[src/rtl/div_pkg.sv]
// Shared types and helpers for the sequential signed divider.
package div_pkg;

  typedef enum logic [1:0] {
    IDLE = 2'd0,
    CALC = 2'd1,
    FIX  = 2'd2,
    DONE = 2'd3
  } state_t;

  localparam int DIV_W_MIN = 4;
  localparam int DIV_W_MAX = 64;

  // Magnitude of a width-bit two's complement value, returned one bit wider
  // so that the most negative value maps to an exact positive magnitude.
  function automatic logic [DIV_W_MAX:0] abs_ext(input logic [DIV_W_MAX-1:0] value,
                                                 input int width);
    logic [DIV_W_MAX-1:0] upper;
    logic [DIV_W_MAX-1:0] ext;
    logic [DIV_W_MAX-1:0] mag;
    logic                 sign;
    upper = ~((64'd1 << width) - 64'd1);
    sign  = |((value >> (width - 1)) & 64'd1);
    ext   = sign ? (value | upper) : (value & ~upper);
    mag   = ext[DIV_W_MAX-1] ? -ext : ext;
    return {1'b0, mag};
  endfunction

endpackage

[src/rtl/div_step.sv]
// One restoring-division step: shift in the next dividend bit, trial subtract.
module div_step
  import div_pkg::*;
#(
  parameter int WIDTH = 32
) (
  input  logic [WIDTH:0] rem_in,
  input  logic           msb,
  input  logic [WIDTH:0] bmag,
  output logic [WIDTH:0] rem_out,
  output logic           qbit
);

  logic [WIDTH+1:0] shifted;

  // Partial remainder never reaches 2^WIDTH, so the truncated difference is exact.
  always_comb begin
    shifted = {rem_in, msb};
    qbit    = (shifted >= {1'b0, bmag});
    rem_out = qbit ? (WIDTH+1)'(shifted - {1'b0, bmag}) : shifted[WIDTH:0];
  end

endmodule

[src/rtl/seq_signed_divider.sv]
// Multi-cycle signed divider: restoring radix-2 on magnitudes, sign fix-up last.
//
// state | meaning
// ------+----------------------------------------------------------
// IDLE  | waiting for start; operands latched on accept
// CALC  | one quotient bit per cycle, count runs WIDTH-1 down to 0
// FIX   | apply signs, load q/r/div_by_zero
// DONE  | done pulse; new start accepted exactly as in IDLE
module seq_signed_divider
  import div_pkg::*;
#(
  parameter int WIDTH = 32
) (
  input  logic             clk,
  input  logic             rst,
  input  logic             start,
  input  logic [WIDTH-1:0] a,
  input  logic [WIDTH-1:0] b,
  output logic             busy,
  output logic             done,
  output logic [WIDTH-1:0] q,
  output logic [WIDTH-1:0] r,
  output logic             div_by_zero
);

  localparam int CNT_W = $clog2(WIDTH);

  if (WIDTH < DIV_W_MIN || WIDTH > DIV_W_MAX) begin : g_bad_width
    $error("seq_signed_divider: WIDTH outside supported range");
  end

  state_t           state;
  state_t           state_nxt;
  logic             accept;
  logic [CNT_W-1:0] count;
  logic [WIDTH-1:0] dvd;
  logic [WIDTH:0]   bmag;
  logic [WIDTH:0]   rem;
  logic [WIDTH-1:0] quo;
  logic             sa;
  logic             sb;
  logic             bz;
  logic [WIDTH:0]   rem_nxt;
  logic             qbit;
  logic [WIDTH-1:0] fix_q;
  logic [WIDTH-1:0] fix_r;

  div_step #(.WIDTH(WIDTH)) u_step (
    .rem_in  (rem),
    .msb     (dvd[WIDTH-1]),
    .bmag    (bmag),
    .rem_out (rem_nxt),
    .qbit    (qbit)
  );

  // State register.
  always_ff @(posedge clk) begin
    if (rst) state <= IDLE;
    else     state <= state_nxt;
  end

  // Next-state decode and handshake outputs.
  always_comb begin
    state_nxt = state;
    busy      = 1'b0;
    done      = 1'b0;
    accept    = 1'b0;
    case (state)
      IDLE: begin
        if (start) begin
          accept    = 1'b1;
          state_nxt = CALC;
        end
      end
      CALC: begin
        busy = 1'b1;
        if (count == '0) state_nxt = FIX;
      end
      FIX: begin
        busy      = 1'b1;
        state_nxt = DONE;
      end
      DONE: begin
        done = 1'b1;
        if (start) begin
          accept    = 1'b1;
          state_nxt = CALC;
        end else begin
          state_nxt = IDLE;
        end
      end
      default: state_nxt = IDLE;
    endcase
  end

  // Sign fix-up; a zero divisor forces the all-ones quotient while r falls out as a.
  always_comb begin
    fix_q = (sa ^ sb) ? -quo : quo;
    if (bz) fix_q = {WIDTH{1'b1}};
    fix_r = WIDTH'(sa ? -rem : rem);
  end

  // Operand capture, iteration datapath and result registers.
  always_ff @(posedge clk) begin
    if (rst) begin
      count       <= '0;
      dvd         <= '0;
      bmag        <= '0;
      rem         <= '0;
      quo         <= '0;
      sa          <= 1'b0;
      sb          <= 1'b0;
      bz          <= 1'b0;
      q           <= '0;
      r           <= '0;
      div_by_zero <= 1'b0;
    end else if (accept) begin
      count <= CNT_W'(WIDTH - 1);
      dvd   <= WIDTH'(abs_ext(64'(a), WIDTH));
      bmag  <= (WIDTH+1)'(abs_ext(64'(b), WIDTH));
      rem   <= '0;
      quo   <= '0;
      sa    <= a[WIDTH-1];
      sb    <= b[WIDTH-1];
      bz    <= (b == '0);
    end else if (state == CALC) begin
      rem <= rem_nxt;
      quo <= {quo[WIDTH-2:0], qbit};
      dvd <= {dvd[WIDTH-2:0], 1'b0};
      if (count != '0) count <= count - CNT_W'(1);
    end else if (state == FIX) begin
      q           <= fix_q;
      r           <= fix_r;
      div_by_zero <= bz;
    end
  end

endmodule

[config.mk]
export PLATFORM = sky130hd
export DESIGN_NAME = seq_signed_divider
export DESIGN_NICKNAME = d
export VERILOG_FILES = /design/src/rtl/div_pkg.sv /design/src/rtl/div_step.sv /design/src/rtl/seq_signed_divider.sv
export SDC_FILE = /design/constraint.sdc
export NUM_CORES = 1
export LEC_CHECK = 0
export BUFFER_PORTS_ARGS = -buffer_cell sky130_fd_sc_hd__buf_4
export CAP_MARGIN = 10
export CORE_MARGIN = 4
export CORE_UTILIZATION = 50
export DETAILED_ROUTE_END_ITERATION = 7
export PLACE_DENSITY_LB_ADDON = 0.12
export RECOVER_POWER = 50
export SLEW_MARGIN = 20
export SYNTH_ARGS = -nofsm -noshare
export SYNTH_HDL_FRONTEND = slang
export SYNTH_HIERARCHICAL = 1
export SYNTH_SLANG_ARGS = --single-unit
[constraint.sdc]
create_clock -name clk -period 3.5 [get_ports clk]
set_input_delay 0.175 -clock clk [delete_from_list [all_inputs] [get_ports clk]]
set_output_delay 0.175 -clock clk [all_outputs]
set_load 0.02 [all_outputs]
==> results by group <==
Timing
  • Slew Limit Fails: 0
  • TNS Setup: 0 ps
  • Final setup viols: 0
  • Setup slack after layout: 338 ps
  • Clock skew: 12.3 ps
  • Worst hold slack: 10.9 ps
  • Worst slew pin tran: 1360 ps
  • RSZ-0062 raised after global routing: false
  • Min Clock Period, post-route: 3160 ps
  • Relative slew slack: 8.96%
  • Final hold vios: 0
  • Fmax: 0.316 GHz
  • Crit share post-route: 90.3%

Synthesis
  • Syn Inst Count: 1548
  • Synth async-reset ratio: 0%
  • Distinct cell type count after synthesis: 74
  • Syn nets: 1659
  • Top FF cell, synth: dfxtp_1
  • Yosys warning count: 6
  • Ranking of synthesized cells by area: dfxtp_1 33%, mux2i_1 7.9%, xor2_1 5.8%, nor2_1 4.9%, a21oi_1 4.6%
  • Cell Area, Synth: 12600 um^2
  • Commonest cells in the netlist: 205 x dfxtp_1, 164 x nor2_1, 115 x a21oi_1
  • Sequential area share after synthesis: 32.5%
  • Syn avg cell area: 8.15 um^2
  • Yosys reg bits: 205
  • Most common cell in the netlist: dfxtp_1
  • Post-synth top area share: 32.5%
  • Post-synth EDFFs: 0
  • Yosys top cell by area: dfxtp_1

Clock tree
  • Clk Latency, worst-skew pair: 530 ps
  • TritonCTS clock tree: yes
  • Clock-pin slew on the worst setup and hold paths: 60 ps
  • TritonCTS Sinks: 205
  • H-tree depth: 1
  • Max clock buf depth: 3
  • Clock root cell: clkbuf_16
  • TritonCTS buffer count: 24

Global routing
  • GRT Overall Usage: 24.2%
  • First-pass GRT wire length: 57.4 mm
  • Vias in the first global route: 11164
  • Largest net degree at the start of global routing: 107
  • GR Overflow Total: 0
  • Initial antenna violation count: 0

Power
  • Total power: 10.0 mW
  • Seq pwr share: 30.3%
  • Comb power frac: 44.1%
  • Clock share of power: 25.6%
  • Sw frac: 40.0%
  • Static leakage: 5.81 nW
  • Psw: 4.02 mW
  • Internal power: 6.01 mW
  • Worst ir drop on vdd: 0.487 mV
  • Power per cell area: 676 nW/um^2

Routing
  • Post-route ant nets: 0
  • Post-DR wirelength/cell: 17.4 um
  • Total wire length: 35.1 mm
  • DR pass1 iterations: 4
  • Initial drt markers: 721
  • Drt via density: 5.78
  • Routed via count: 11674
  • DRC: 0

Floorplan
  • Row count: 57
  • IO Pins: 134
  • Die area: 27800 um^2
  • Core area: 24600 um^2
  • Starting Density: 51.3%
  • Die height: 167 um
  • Die Span X: 167 um

Critical path
  • CP max FO: 37
  • Critical Path RT: 3910 ps
  • CP endpoint kind: flop
  • Flop2flop setup slack: 340 ps
  • Reg2reg end: rem[16]$_SDFFE_PP0P_
  • Reg2reg start: dvd[31]$_SDFFE_PP0P_
  • CP Launch Type: flop
  • Critical path destination: rem[16]$_SDFFE_PP0P_
  • CP Class: reg -> reg
  • Critical Path AT: 3580 ps
  • CP startpoint: dvd[31]$_SDFFE_PP0P_
  • Worst R2R Path Depth: 13

Outcome
  • Outcome: finished, final reports clean

Layout
  • Diodes inserted: 0
  • Register area: 4100 um^2
  • P&R area growth vs syn: 17.6%
  • Ratio of cells with drive above 1 in the final layout: 10.6%
  • Post-route cell area: 14800 um^2
  • Multi-input logic area: 7780 um^2
  • Fillcell total: 2275
  • Final nets: 1789

Placement
  • IO Port Bufs: 133
  • Placer congestion estimate: 0.950
  • Pre-CTS WS: 384 ps
  • Final HPWL DP: 25.8 mm
  • DP Area: 13900 um^2

Min path
  • Hold Crit Class: in -> reg

Flow run
  • Max Cap Viol: 0
power groups by stage:
| stage | Sequential, mW | Combinational (mW) | Clock (mW) |
|---|---|---|---|
| global route | 3.10 | 4.86 | 2.71 |
| floorplan | 3.19 | 3.19 | 0 |
| finish | 3.04 | 4.43 | 2.57 |
| global placement | 3.08 | 4.45 | 0 |
| detailed placement | 3.09 | 4.48 | 0 |
| CTS | 3.04 | 4.54 | 2.62 |
cell families after synthesis:
family	count (synthesis)	share of synthesized area [%]
xor+xnor	138	9.58
flops	205	32.5
buf+inv	178	6.06
mux	101	8.05
simple gates	448	17.2
compound gates	434	22.2
fa+ha+maj	44	4.42
what timing repair did:
item | 4_1_cts | 5_1_grt
hold buffers | 45 | 0
resized for setup | 0 | 0
buffers inserted | 0 | 0
hold endpoints to repair | 56 | 0
layout make-up:
type,count,area share [%]
well taps,324,2.73
flip-flops and latches,205,27.6
clock buffers,34,4.50
repair buffers,217,10.1
multi-input cells,1165,52.4
inverters,65,1.64
clock inverters,10,0.953
layer usage:
metal	up-vias	GRT usage, %	wire (um)
met5	-	0	0
met4	0	8.61	1230
met3	79	3.08	1840
met2	304	40.8	16400
met1	5457	32.0	15600
li1	5834	-	-
worst min-delay path by stage:
stage / from / slack (ps) / depth (start not counted) / to
after global placement: bmag[25]$_SDFFE_PP0P_ / 440 / 2 / bmag[25]$_SDFFE_PP0P_
after global routing: a[7] / 20 / 3 / dvd[7]$_SDFFE_PP0P_
after floorplan: b[0] / 310 / 2 / bmag[0]$_SDFFE_PP0P_
after CTS: a[11] / 3 / 3 / dvd[11]$_SDFFE_PP0P_
final: a[11] / 10 / 3 / dvd[11]$_SDFFE_PP0P_
after detailed placement: bmag[25]$_SDFFE_PP0P_ / 440 / 2 / bmag[25]$_SDFFE_PP0P_
critical path: stages, from the launching register on:
cell	delay, ps
dfxtp_1	330
inv_1	60
ha_1	150
inv_1	50
fa_1	420
a211o_1	350
a211oi_2	350
o31a_1	230
a21oi_2	100
o21ai_2	180
inv_2	270
mux2_4	380
mux2i_1	130
nor2_1	50
state kept, by name, summed over array words and instances (netlist names):
signal,flops
bmag,33
rem,33
dvd,32
q,32
quo,32
r,32
count,5
state,2
bz,1
div_by_zero,1
sa,1
sb,1
layout by cell type, fill, tap and decap left out, types with 5 or more instances in the layout:
master and instances:
a21oi_1 115, or4_1 13, nand3_1 11, o41ai_1 24, o31ai_1 30, nand2b_1 12, nor2b_1 12, o22ai_1 25
dlygate4sd3_1 45, o21ai_0 99, and3_1 10, nor3_1 32, dfxtp_1 205, nand2_1 108, inv_1 64, nor2_1 161
nor4_1 23, or2_2 6, clkbuf_1 78, or3_1 15, xor2_1 83, o21bai_1 6, clkbuf_16 24, xnor2_1 54
mux2i_1 100, o211ai_1 12, ha_1 43, nand4_1 16, a31oi_1 17, buf_4 98, a221oi_1 5, a211oi_1 42
a21o_1 12
stage by stage:
step	cells	util [%]
after floorplan	1548	-
after global placement	1931	56.3
after detailed placement	1931	56.3
after CTS	2020	61.5
after global routing	2020	60.3
final	2020	60.3
Power figures use the tool's default switching activity.
